[src/rtl/keypad_pkg.sv]
// keypad_pkg: shared FSM state encoding, key code constants and helpers for the keypad encoder
package keypad_pkg;

    typedef enum logic [1:0] {
        ST_IDLE,
        ST_PRESS_DB,
        ST_HELD,
        ST_REL_DB
    } state_t;

    localparam logic [7:0] KEY_0    = 8'h00;
    localparam logic [7:0] KEY_1    = 8'h01;
    localparam logic [7:0] KEY_2    = 8'h02;
    localparam logic [7:0] KEY_3    = 8'h03;
    localparam logic [7:0] KEY_4    = 8'h04;
    localparam logic [7:0] KEY_5    = 8'h05;
    localparam logic [7:0] KEY_6    = 8'h06;
    localparam logic [7:0] KEY_7    = 8'h07;
    localparam logic [7:0] KEY_8    = 8'h08;
    localparam logic [7:0] KEY_9    = 8'h09;
    localparam logic [7:0] KEY_A    = 8'h0A;
    localparam logic [7:0] KEY_B    = 8'h0B;
    localparam logic [7:0] KEY_C    = 8'h0C;
    localparam logic [7:0] KEY_D    = 8'h0D;
    localparam logic [7:0] KEY_STAR = 8'h0E;
    localparam logic [7:0] KEY_HASH = 8'h0F;
    // Outside the 0x00-0x0F code space, so it can never collide with a real key.
    localparam logic [7:0] KEY_NONE = 8'hFF;

    function automatic logic [2:0] pop4(input logic [3:0] v);
        return {2'b00, v[0]} + {2'b00, v[1]} + {2'b00, v[2]} + {2'b00, v[3]};
    endfunction

endpackage

[src/rtl/keypad_map.sv]
// keypad_map: combinational row/column intersection to key code lookup
//   row_i  : row index 0..3 of the pressed intersection
//   col_i  : column index 0..3 of the pressed intersection
//   code_o : key code (digits 0x00-0x09, A-D 0x0A-0x0D, * 0x0E, # 0x0F)
module keypad_map
    import keypad_pkg::*;
(
    input  logic [1:0] row_i,
    input  logic [1:0] col_i,
    output logic [7:0] code_o
);

    always_comb begin
        code_o = KEY_NONE;
        case ({row_i, col_i})
            4'h0: code_o = KEY_1;
            4'h1: code_o = KEY_2;
            4'h2: code_o = KEY_3;
            4'h3: code_o = KEY_A;
            4'h4: code_o = KEY_4;
            4'h5: code_o = KEY_5;
            4'h6: code_o = KEY_6;
            4'h7: code_o = KEY_B;
            4'h8: code_o = KEY_7;
            4'h9: code_o = KEY_8;
            4'hA: code_o = KEY_9;
            4'hB: code_o = KEY_C;
            4'hC: code_o = KEY_STAR;
            4'hD: code_o = KEY_0;
            4'hE: code_o = KEY_HASH;
            4'hF: code_o = KEY_D;
            default: code_o = KEY_NONE;
        endcase
    end

endmodule

[src/rtl/keypad_encoder.sv]
// keypad_encoder: 4x4 matrix keypad scanner with ghost rejection, debounce and valid/ready key output
//   clk, rst  : system clock, synchronous active-high reset
//   row_in    : active-low keypad rows (asynchronous)
//   col_out   : active-low one-cold column drive
//   key_code  : accepted key code, key_valid marks it unconsumed, key_ready consumes it
//   key_held  : a debounced key is down
//   overflow  : one-cycle pulse when a press event is dropped because key_code is still pending
module keypad_encoder
    import keypad_pkg::*;
#(
    parameter int SCAN_DIV = 1000,
    parameter int DEBOUNCE = 4
) (
    input  logic       clk,
    input  logic       rst,
    input  logic [3:0] row_in,
    output logic [3:0] col_out,
    output logic [7:0] key_code,
    output logic       key_valid,
    input  logic       key_ready,
    output logic       key_held,
    output logic       overflow
);

    localparam int DW = $clog2(SCAN_DIV);
    localparam int CW = $clog2(DEBOUNCE + 1);

    logic [3:0]    sync1_q, sync2_q;
    logic [DW-1:0] div_q;
    logic [1:0]    col_q;
    logic [1:0]    hits_q, hits_d;
    logic [1:0]    hrow_q, hrow_d;
    logic [1:0]    hcol_q, hcol_d;
    state_t        state_q;
    logic [CW-1:0] cnt_q;
    logic [7:0]    key_q;
    logic [7:0]    code_q;
    logic          valid_q;
    logic          ovf_q;

    logic          sample;
    logic          frame_end;
    logic [3:0]    pressed;
    logic [2:0]    npress;
    logic [2:0]    hit_sum;
    logic [1:0]    first_row;
    logic [7:0]    map_code;
    logic [7:0]    cand;
    logic          db_last;
    logic          press_evt;

    // Rows are only trusted on the final cycle of a column dwell, after the
    // synchronizer has had the whole dwell to settle.
    always_comb begin
        sample    = div_q == DW'(SCAN_DIV - 1);
        frame_end = sample && col_q == 2'd3;
        pressed   = ~sync2_q;
        npress    = pop4(pressed);
        first_row = pressed[0] ? 2'd0 : pressed[1] ? 2'd1 : pressed[2] ? 2'd2 : 2'd3;
        hit_sum   = {1'b0, hits_q} + npress;
        // Hit count saturates at 2: anything beyond one intersection is ghosting.
        hits_d    = hit_sum >= 3'd2 ? 2'd2 : hit_sum[1:0];
        hrow_d    = (hits_q == 2'd0 && npress != 3'd0) ? first_row : hrow_q;
        hcol_d    = (hits_q == 2'd0 && npress != 3'd0) ? col_q : hcol_q;
    end

    keypad_map u_map (
        .row_i  (hrow_d),
        .col_i  (hcol_d),
        .code_o (map_code)
    );

    always_comb begin
        cand      = hits_d == 2'd1 ? map_code : KEY_NONE;
        db_last   = cnt_q == CW'(DEBOUNCE - 1);
        press_evt = frame_end && cand != KEY_NONE &&
                    ((state_q == ST_IDLE && DEBOUNCE == 1) ||
                     (state_q == ST_PRESS_DB && cand == key_q && db_last));
    end

    always_ff @(posedge clk) begin
        if (rst) begin
            sync1_q <= 4'hF;
            sync2_q <= 4'hF;
            div_q   <= '0;
            col_q   <= 2'd0;
            hits_q  <= 2'd0;
            hrow_q  <= 2'd0;
            hcol_q  <= 2'd0;
        end else begin
            sync1_q <= row_in;
            sync2_q <= sync1_q;
            div_q   <= sample ? '0 : div_q + DW'(1);
            if (sample) begin
                col_q  <= col_q + 2'd1;
                hits_q <= frame_end ? 2'd0 : hits_d;
                hrow_q <= hrow_d;
                hcol_q <= hcol_d;
            end
        end
    end

    always_ff @(posedge clk) begin
        if (rst) begin
            state_q <= ST_IDLE;
            cnt_q   <= '0;
            key_q   <= KEY_NONE;
        end else if (frame_end) begin
            case (state_q)
                ST_IDLE: begin
                    if (cand != KEY_NONE) begin
                        key_q   <= cand;
                        state_q <= DEBOUNCE == 1 ? ST_HELD : ST_PRESS_DB;
                        cnt_q   <= DEBOUNCE == 1 ? '0 : CW'(1);
                    end
                end
                ST_PRESS_DB: begin
                    if (cand == KEY_NONE) begin
                        state_q <= ST_IDLE;
                        cnt_q   <= '0;
                    end else if (cand != key_q) begin
                        key_q <= cand;
                        cnt_q <= CW'(1);
                    end else if (db_last) begin
                        state_q <= ST_HELD;
                        cnt_q   <= '0;
                    end else begin
                        cnt_q <= cnt_q + CW'(1);
                    end
                end
                ST_HELD: begin
                    if (cand == KEY_NONE) begin
                        state_q <= DEBOUNCE == 1 ? ST_IDLE : ST_REL_DB;
                        cnt_q   <= DEBOUNCE == 1 ? '0 : CW'(1);
                    end
                end
                ST_REL_DB: begin
                    if (cand != KEY_NONE) begin
                        state_q <= ST_HELD;
                        cnt_q   <= '0;
                    end else if (db_last) begin
                        state_q <= ST_IDLE;
                        cnt_q   <= '0;
                    end else begin
                        cnt_q <= cnt_q + CW'(1);
                    end
                end
                default: begin
                    state_q <= ST_IDLE;
                    cnt_q   <= '0;
                end
            endcase
        end
    end

    // A press event may reuse the slot in the same cycle it is being consumed;
    // otherwise a pending code wins and the new one is dropped with a pulse.
    always_ff @(posedge clk) begin
        if (rst) begin
            code_q  <= KEY_0;
            valid_q <= 1'b0;
            ovf_q   <= 1'b0;
        end else begin
            ovf_q <= press_evt && valid_q && !key_ready;
            if (press_evt && (!valid_q || key_ready)) begin
                code_q  <= cand;
                valid_q <= 1'b1;
            end else if (valid_q && key_ready) begin
                valid_q <= 1'b0;
            end
        end
    end

    assign col_out   = ~(4'b0001 << col_q);
    assign key_code  = code_q;
    assign key_valid = valid_q;
    assign key_held  = state_q == ST_HELD || state_q == ST_REL_DB;
    assign overflow  = ovf_q;

endmodule

[config.mk]
export PLATFORM = sky130hd
export DESIGN_NAME = keypad_encoder
export DESIGN_NICKNAME = d
export VERILOG_FILES = /design/src/rtl/keypad_pkg.sv /design/src/rtl/keypad_map.sv /design/src/rtl/keypad_encoder.sv
export SDC_FILE = /design/constraint.sdc
export NUM_CORES = 1
export LEC_CHECK = 0
export ABC_AREA = 1
export CORE_ASPECT_RATIO = 1.4
export CORE_UTILIZATION = 63
export DETAILED_ROUTE_END_ITERATION = 16
export GPL_TIMING_DRIVEN = 0
export HOLD_SLACK_MARGIN = 0.1
export MAX_ROUTING_LAYER = met4
export PLACE_DENSITY = 0.85
export SYNTH_ARGS = -nofsm -noshare
export SYNTH_HDL_FRONTEND = slang
export SYNTH_HIERARCHICAL = 1
export SYNTH_SLANG_ARGS = --single-unit
[constraint.sdc]
create_clock -name clk -period 7.9 [get_ports clk]
set_clock_uncertainty 0.2 [all_clocks]
set_input_delay 1.58 -clock clk [delete_from_list [all_inputs] [get_ports clk]]
set_output_delay 1.58 -clock clk [all_outputs]
set_load 0.01 [all_outputs]
After elaboration in Yosys (flattened, before gate mapping)
Memory sizes are Yosys's and may differ from the RTL's.
Index checks and enable logic that the tools add are counted.
- bitwise gates (word level): 2
- equality and inequality tests: 18
- multiplexer cells: 29
- reductions and logical operators: 23
- add/sub/neg operators: 7
- shifts and indexed selects: 1
- order comparisons: 1
- operators with widths (cell ; number):
    $mux 8 ; 4
    $mux 2 ; 13
    $mux 3 ; 6
    $pmux 8 s2 ; 1
    $pmux 3 s4 ; 1
    $add 10x1->10 const B ; 1
    $eq 10x10->1 const B ; 1
    $logic_and 1x1->1 ; 10
    $eq 8x8->1 ; 1
    $eq 8x8->1 const B ; 1
    $ne 8x8->1 ; 1
    $ne 8x8->1 const B ; 1
    $not 4->4 ; 2
    $pmux 2 s4 ; 1
    $eq 2x2->1 const B ; 3
    $ne 2x2->1 const B ; 3
    $ne 3x3->1 const B ; 2
    $reduce_and 6->1 ; 1
    $reduce_and 5->1 ; 1
    $eq 2x1->1 const B ; 2
    $logic_not 2->1 ; 2
    $reduce_bool 2->1 ; 2
    $shl 1x2->4 const A ; 1
    $add 2x1->3 ; 1
    15 further kinds ; 19
- ROM bits: 64
- register bits after elaboration: 49
- memories: 1
- output and inout bits: 15
- input bits: 7
- word-level logic and storage cells: 95
- memories (name ; depth ; bits a word ; rd ports ; clocked after Yosys merged registers in ; wr ports ; line ; text):
    (no name shown) ; 16 ; 4 ; 1 ; 0 ; 0 ; keypad_map.sv:15 ; case ({row_i, col_i})

Logic depth before layout (Yosys ltp)
Gate-level depths: netlist (run 1).
- depth in word-level cells: 15
- depth in mapped cells: 28
- gate-level depth less buffers: 28

By module
The synthesis (run 1) kept the hierarchy.
- by module, submodules not included (module ; cells each ; area each (um^2) ; seq. area each (um^2) ; times used):
    keypad_encoder ; 366 ; 2666.3 ; 980.9 ; 1
    keypad_map ; 41 ; 209.0 ; 0.0 ; 1

Worst setup path after synthesis (run 1)
Ideal clock, no wire load.
- path kind: reg2reg
- start point: register sync2_q[0]
- end point: register code_q[0], in the netlist key_code[0]
- required time: 7.568 ns
- path slack: 3.798 ns
- clock period less this slack: 4.102 ns
- path buffers: 1
- arrival time: 3.770 ns
- library setup time: 0.132 ns
- cell stages (with the launch flop): 28
- path through: dfxtp_1 -> inv_1 -> fa_1 -> ha_1 -> ha_1 -> o311ai_1 -> nand2_1 -> o21a_1 -> inv_1 -> inv_1 -> ha_1 -> inv_1 -> nand2_1 -> nand2_1 -> nand2_1 -> nand2_1 -> inv_1 -> nand3_1 -> nand2_1 -> nand2_1 -> nand2_1 -> nor2_1 -> nand2_1 -> inv_2 -> buf_4 -> nand3_4 -> nand2_1 -> a21oi_1
- cells in the longest elaborated chain, start to end: 14
- elaborated cells on any way between the ends: 22
- those cells by class: add/sub (4); order compare (1); eq/ne (3); mux (5); bitwise (1); reduce/logical (7); memory (1)
- RTL lines (item ; line ; text):
    from (decl) ; keypad_encoder.sv:28 ; logic [3:0] sync1_q, sync2_q;
    from (signal assigned) ; keypad_encoder.sv:92 ; sync2_q <= sync1_q;
    $not 4->4 * ; keypad_encoder.sv:57 ; pressed = ~sync2_q;
    $add 1x1->2 * ; keypad_pkg.sv:31 ; return {2'b00, v[0]} + {2'b00, v[1]} + {2'b00, v[2]} + {2'b00, v[3]};
    $add 2x1->3 * ; keypad_pkg.sv:31 ;
    $add 3x1->3 * ; keypad_pkg.sv:31 ;
    $reduce_bool 3->1 * ; keypad_encoder.sv:64 ; hcol_d = (hits_q == 2'd0 && npress != 3'd0) ? col_q : hcol_q;
    $logic_and 1x1->1 * ; keypad_encoder.sv:64 ;
    $mux 2 * ; keypad_encoder.sv:64 ;
    named net hcol_d[0] ; keypad_encoder.sv:33 ; logic [1:0] hcol_q, hcol_d;
    $mem_v2 16x4 * ; - ;
    named net map_code[2] ; keypad_encoder.sv:47 ; logic [7:0] map_code;
    $mux 8 * ; keypad_encoder.sv:74 ; cand = hits_d == 2'd1 ? map_code : KEY_NONE;
    $eq 8x8->1 ; keypad_encoder.sv:78 ; (state_q == ST_PRESS_DB && cand == key_q && db_last));
    $logic_and 1x1->1 (2 in series) ; keypad_encoder.sv:78 ;
    $logic_and 1x1->1 * ; keypad_encoder.sv:76 ; press_evt = frame_end && cand != KEY_NONE &&
    $logic_and 1x1->1 * ; keypad_encoder.sv:165 ; if (press_evt && (!valid_q || key_ready)) begin
    to (signal assigned) ; keypad_encoder.sv:166 ; code_q <= cand;
    to (decl) ; keypad_encoder.sv:37 ; logic [7:0] code_q;
The timed path passes the listed nets; every way through them passes the cells marked *.
A chain may end at the register's enable or synchronous reset.

Worst setup path after layout (run 1)
- start point: register sync2_q[0]
- end point: register code_q[2], in the netlist key_code[2]
- cells in the longest elaborated chain, start to end: 14
- elaborated cells on any way between the ends: 22
- those cells by class: add/sub (4); order compare (1); eq/ne (3); mux (5); bitwise (1); reduce/logical (7); memory (1)
- RTL lines (item ; line):
    $not 4->4 * ; keypad_encoder.sv:57
    $add 1x1->2 * ; keypad_pkg.sv:31
    $add 2x1->3 * ; keypad_pkg.sv:31
    $add 3x1->3 * ; keypad_pkg.sv:31
    $reduce_bool 3->1 * ; keypad_encoder.sv:64
    $logic_and 1x1->1 * ; keypad_encoder.sv:64
    $mux 2 * ; keypad_encoder.sv:64
    named net hcol_d[0] ; keypad_encoder.sv:33
    $mem_v2 16x4 * ; -
    named net map_code[2] ; keypad_encoder.sv:47
    $mux 8 * ; keypad_encoder.sv:74
    $eq 8x8->1 ; keypad_encoder.sv:78
    $logic_and 1x1->1 (2 in series) ; keypad_encoder.sv:78
    $logic_and 1x1->1 ; keypad_encoder.sv:76
    $logic_and 1x1->1 ; keypad_encoder.sv:165
Marked as above.

==> results of run 1 <==
## how the worst max path moves through the flow
stage	from	to	slack (ps)	cells after the start
after floorplan	sync2_q[0]$_SDFF_PP1_	key_code[0]$_SDFFE_PP0P_	3800	27
after CTS	sync2_q[1]$_SDFF_PP1_	key_code[2]$_SDFFE_PP0P_	3210	27
after global routing	sync2_q[1]$_SDFF_PP1_	key_q[4]$_SDFFE_PP1P_	2840	27
after global placement	sync2_q[0]$_SDFF_PP1_	key_q[7]$_SDFFE_PP1P_	3320	27
after detailed placement	sync2_q[1]$_SDFF_PP1_	key_code[7]$_SDFFE_PP0P_	3250	27
final	sync2_q[0]$_SDFF_PP1_	key_code[2]$_SDFFE_PP0P_	3250	27
## state kept, by name (all words and copies together) (netlist names), 2 cells and up, named ones only
signal    count
div_q        10
key_code      8
key_q         8
sync1_q       4
sync2_q       4
cnt_q         3
col_q         2
hcol_q        2
hits_q        2
hrow_q        2
## per-layer routing
layer,vias up,routed length (um)
met5,-,0
met4,0,220
met3,25,194
met2,67,3330
met1,1201,2380
li1,1365,-
## stage by stage
| stage | power (mW) | hold WS [ps] |
|---|---|---|
| final | 0.535 | 214 |
| after detailed placement | 0.357 | 193 |
| after CTS | 0.536 | 215 |
| after global routing | 0.560 | 235 |
| after global placement | 0.355 | 190 |
| after floorplan | 0.335 | 189 |
## kinds of logic after synthesis
family	count (synthesis)
XOR/XNOR	1
flip-flops	49
buffers and inverters	88
AND/OR/NAND/NOR	205
multiplexers	1
adder cells (fa/ha/maj)	16
AO/OA/AOI/OAI	46
other	1
## area by class of cell
type / count / area (sq um)
multi-input cells: 273 / 1530
fillers: 358 / 1020
flip-flops and latches: 49 / 981
inverters: 72 / 270
repair buffers: 21 / 210
plain buffers: 16 / 105
well taps: 60 / 75.1
clock buffers: 5 / 68.8
clock inverters: 3 / 43.8
## worst max-delay path: stages (launching register included)
cell and delay, ps:
dfxtp_1 350, inv_1 80, fa_1 470, ha_1 200
ha_1 320, o311ai_1 740, nand2_1 110, o21a_1 150
inv_1 110, inv_1 100, ha_1 290, inv_1 60
nand2_1 60, nand2_1 50, nand2_1 40, nand2_1 50
inv_1 70, nand3_1 140, nand2_1 70, nand2_1 80
nand2_1 60, nor2_1 80, nand2_1 100, inv_2 70
buf_4 180, nand3_4 130, nand2_1 110, a21oi_1 60
## power groups by stage
stage	registers, mW	clock network, mW	logic (mW)
floorplan	0.257	0	0.0777
global placement	0.257	0	0.0976
detailed placement	0.257	0	0.0998
CTS	0.252	0.184	0.100
global route	0.252	0.196	0.112
finish	0.252	0.183	0.101
## cells in the final DEF, fill, tap and decap left out, types with 3 or more instances in the layout
cell type	count
buf_4	5
conb_1	4
dfxtp_1	49
clkbuf_8	6
ha_1	14
nand2_1	87
or2_2	8
a21oi_1	21
clkbuf_1	7
inv_1	64
o21a_1	3
nor3_1	6
o21ai_0	10
nand3_1	35
nor2_1	29
nand4_1	22
clkdlybuf4s50_1	21
nand2_2	7
inv_2	6
o211ai_2	4
==> flow_summary.toml, run 1 <==
[outcome]
status = "completed"

[timing]
drv_slew = 0
fin_crit_sh_pct = 58.9
setup_slack_ps = 3250
fin_crit_ps = 4650
rsz0062_at_grt = "no"
hold_violations = 0
slew-limit-headroom_pct = 44.4
setup_viol = 0
finalSetupTns_ps = 0
timing.fmax_ghz = 0.215
tightest_slew_ps = 821

[worst_setup_path]
startpoint_type = "flip-flop"
crit_fanout = 10
endpoint_kind = "flip-flop"
reg2reg_to = "key_code[2]$_SDFFE_PP0P_"
critPathArrivalTime_ps = 4630
worstPathRequired_ps = 7880
worstSetupPathType = "flip-flop to flip-flop"
rrSetupSlack_ps = 3250
reg2reg_depth = 27
r2r_start = "sync2_q[0]$_SDFF_PP1_"

[logic_synthesis]
synth_area_leaders = "dfxtp_1 (34%), nand2_1 (11%), inv_1 (8.4%)"
muxShareOfSynthArea_pct = 0.348
synth.ff_latch_count = 49
synth-compound-area-share_pct = 10.0
post_synth.cell_area_avg_sq_um = 7.06
synthTopCellsByCount = "nand2_1 (87), inv_1 (64), dfxtp_1 (49)"
syn_inst = 407
netlist.area_leader.share_pct = 34.1
synth.most_common_cell = "nand2_1"
synth_edf_count = 0
async_reset_ff_share_pct = 0
synth-xor-area-share_pct = 0.305
netlist.top_cell.by_area = "dfxtp_1"
yosys.area_share.simple_pct = 34.6
synth.cell_area_sq_um = 2880
synth_seq_area_share_pct = 34.1
synth_top_family_by_area = "simple AND/OR/NAND/NOR gates"
yosysWarnings = 6
synthAdderAreaFrac_pct = 7.48
synth_cell_types = 40
ys.flop_type = "dfxtp_1"

[routing]
drc = 0
wl_per_cell_um = 12.3
wl_mm = 6.13
drt_iter0_drc = 181
vias = 2658
vias_per_cell = 5.33
drt_first_pass_iters = 4
final_antenna_net_count = 0

[pwr]
seqPwrFrac_pct = 47.0
p_int_mw = 0.379
vdd_drop_max_v = 0.000144
power_density_nw_per_um2 = 163
combinationalPowerShare_pct = 18.9
swShare_pct = 29.1
clkPwrFrac_pct = 34.1
leakage_nw = 1.57
p_sw_mw = 0.156

[job]
drv_cap = 0

[cts]
clockBufferDepth = 2
ctsHoldBuffers = 0
cts-root-buf = "clkbuf_8"
cts_buffers = 5
cts_sinks = 49
cts_resized = 0
path_clk_slew_ps = 90
clk_latency_ps = 300
cts_setup_buffers = 0
h-tree-depth = 2
cts_tree = "yes"

[floorplan]
row_count = 28
start_util_pct = 66.7
die_area_sq_um = 4840
die_y_um = 81.9
die_w_um = 59.1
io_pins = 22
core_area_sq_um = 4310

[layout]
fin_util_pct = 76.2
stdcell_area_sq_um = 3280
final_cells = 499
area_delta_synth_final_pct = 14.2
nNetsFinal = 461
num_antenna_cells = 0
drive_gt1_share_pct = 11.6

[global_route]
grt_max_degree = 17
use_met2_pct = 53.8
antenna_found_initial = 0
first_global_vias = 2492
use_met3_pct = 4.25
gr-total-overflow = 0
grt_use_total_pct = 29.2
grt_use_met1_pct = 28.8
top_usage_layer = "met2"
grt_first_pass_wirelength_mm = 10.3

[place]
port_buffers = 21
dpl-instance-area_sq_um = 3170
place_ws_ps = 3250
place.gp.congestion = 0.962
hpwl_mm = 4.74
placedCellCount = 491

[min_path]
min_from = "sync1_q[1]$_SDFF_PP1_"
holdPathStages = 1
whs_endpoint = "sync2_q[1]$_SDFF_PP1_"
min_path_type = "flip-flop to flip-flop"
Power figures use the tool's default switching activity.
==> inputs of run 2 (changes only) <==
- CORE_UTILIZATION: 63 -> 59
- PLACE_DENSITY: 0.85 -> 0.8
- clock period: 7.9 -> 4.5 ns (I/O delays scaled with it)
==> run 2 against run 1 <==
Sequential power is 75% higher; clock power up 51%; hold slack improved by 2.8 ps; flip-flop and latch count did not move; fmax increased by 11%; final area is 1.1% higher.
==> flow_summary.toml, run 2 (synthesized netlist as in run 1, its figures left out) <==
[cts]
cts-root-buf = "clkbuf_8"
path_clk_slew_ps = 100
h-tree-depth = 2
cts_sinks = 49
clk_latency_ps = 310
clockBufferDepth = 2
cts_buffers = 5
ctsHoldBuffers = 0
cts_tree = "yes"

[layout]
area_delta_synth_final_pct = 15.5
final_cells = 504
layout_common_cells = "nand2_1 (87), inv_1 (62), dfxtp_1 (49), nand3_1 (35), nor2_1 (29)"
nNetsFinal = 464
final_common_cell = "nand2_1"
num-fill-cells = 378
largest_reg_flops = 10
largest_register = "div_q"
drive_gt1_share_pct = 13.1
num_antenna_cells = 0
fin_util_pct = 72.1

[routing]
final_antenna_net_count = 0
wl_per_cell_um = 11.9
wl_mm = 5.99
drt_first_pass_iters = 4
drc = 0
vias_per_cell = 5.15
drt_iter0_drc = 158
vias = 2594

[timing]
drv_slew = 0
setup_slack_ps = 300
fin_crit_sh_pct = 93.3
fin_crit_ps = 4200
timing.fmax_ghz = 0.238
holdWs_ps = 217
hold_violations = 0
setup_viol = 0

[pwr]
vdd_drop_max_v = 0.000286
swShare_pct = 31.6
combinationalPowerShare_pct = 20.9
p_int_mw = 0.621
seqPwrFrac_pct = 48.6
power.total_mw = 0.907
p_sw_mw = 0.286
clkPwrFrac_pct = 30.5
power_density_nw_per_um2 = 273
leakage_nw = 1.57

[floorplan]
die_w_um = 61
die_y_um = 84.6
row_count = 29
core_area_sq_um = 4610
io_pins = 22
start_util_pct = 62.4
die_area_sq_um = 5160

[global_route]
antenna_found_initial = 0
first_global_vias = 2356
grt_use_total_pct = 26.0
grt_max_degree = 18
gr-total-overflow = 0
grt_first_pass_wirelength_mm = 9.88

[min_path]
min_path_type = "flip-flop to flip-flop"

[outcome]
status = "completed"

[worst_setup_path]
endpoint_kind = "flip-flop"
critPathArrivalTime_ps = 4190
crit_fanout = 10
startpoint_type = "flip-flop"
worstSetupPathType = "flip-flop to flip-flop"
worstPathRequired_ps = 4490

[job]
drv_cap = 0

[place]
hpwl_mm = 4.49
place_ws_ps = -176
port_buffers = 21
placedCellCount = 493
place.gp.congestion = 0.918
[run 2: what timing repair did]
item / in CTS / in global routing
setup buffers: 0 / 3
pin swaps: 0 / 2
endpoints found under the setup margin: 20 / 23
gates resized for setup: 1 / 4
[run 2: worst max-delay path: stages, from the launching register on]
cell and delay [ps]:
dfxtp_1 340, inv_1 70, fa_1 540, ha_1 200
ha_4 230, o311ai_4 360, nand2_1 90, o21a_1 140
inv_2 80, inv_1 80, ha_1 290, inv_1 50
nand2_1 70, nand2_1 60, nand2_1 40, nand2_1 50
inv_1 70, nand3_1 150, nand2_1 70, nand2_1 80
nand2_1 60, nor2_1 90, nand2_1 110, inv_2 80
buf_4 170, nand3_4 130, nand2_1 110, a21oi_1 60
[run 2: final cells by class]
type	count	area, sq um	share of cell area [%]
Clock inverter	3	26.3	0.791
Timing Repair Buffer	24	233	7.01
Multi-Input combinational cell	273	1560	47.0
Clock buffer	5	68.8	2.07
Inverter	72	270	8.14
Tap cell	62	77.6	2.34
Sequential cell	49	981	29.5
Buffer	16	105	3.16
[run 2: power groups by stage]
stage / Sequential [mW] / Combinational, mW / Clock [mW]
3_5_place_dp: 0.452 / 0.174 / 0
6_report: 0.441 / 0.190 / 0.276
4_1_cts: 0.441 / 0.176 / 0.280
3_3_place_gp: 0.451 / 0.172 / 0
5_1_grt: 0.442 / 0.208 / 0.297
2_1_floorplan: 0.451 / 0.136 / 0
[run 2: per-layer routing]
| metal | track usage [%] | share of wire [%] |
|---|---|---|
| met5 | - | 0 |
| met4 | 11.6 | 3.2 |
| met3 | 4.47 | 2.5 |
| met2 | 45.3 | 53 |
| met1 | 27.7 | 42 |
[run 2: stage by stage]
stage | area, sq um | setup TNS (ps)
detailed placement | 3170 | -2800
finish | 3320 | 0
floorplan | 2890 | 0
global placement | 3170 | -1090
CTS | 3280 | 0
global route | 3320 | -6.45
[run 2: path summary, 6_finish.rpt]
kind	startpoint	endpoint	slack, ps	cells past startpoint
setup reg to reg	sync2_q[0]$_SDFF_PP1_	key_code[7]$_SDFFE_PP0P_	300	27
hold reg to reg	sync1_q[2]$_SDFF_PP1_	sync2_q[2]$_SDFF_PP1_	220	1
setup / recovery	sync2_q[0]$_SDFF_PP1_	key_code[7]$_SDFFE_PP0P_	300	27
hold / removal	sync1_q[2]$_SDFF_PP1_	sync2_q[2]$_SDFF_PP1_	220	1
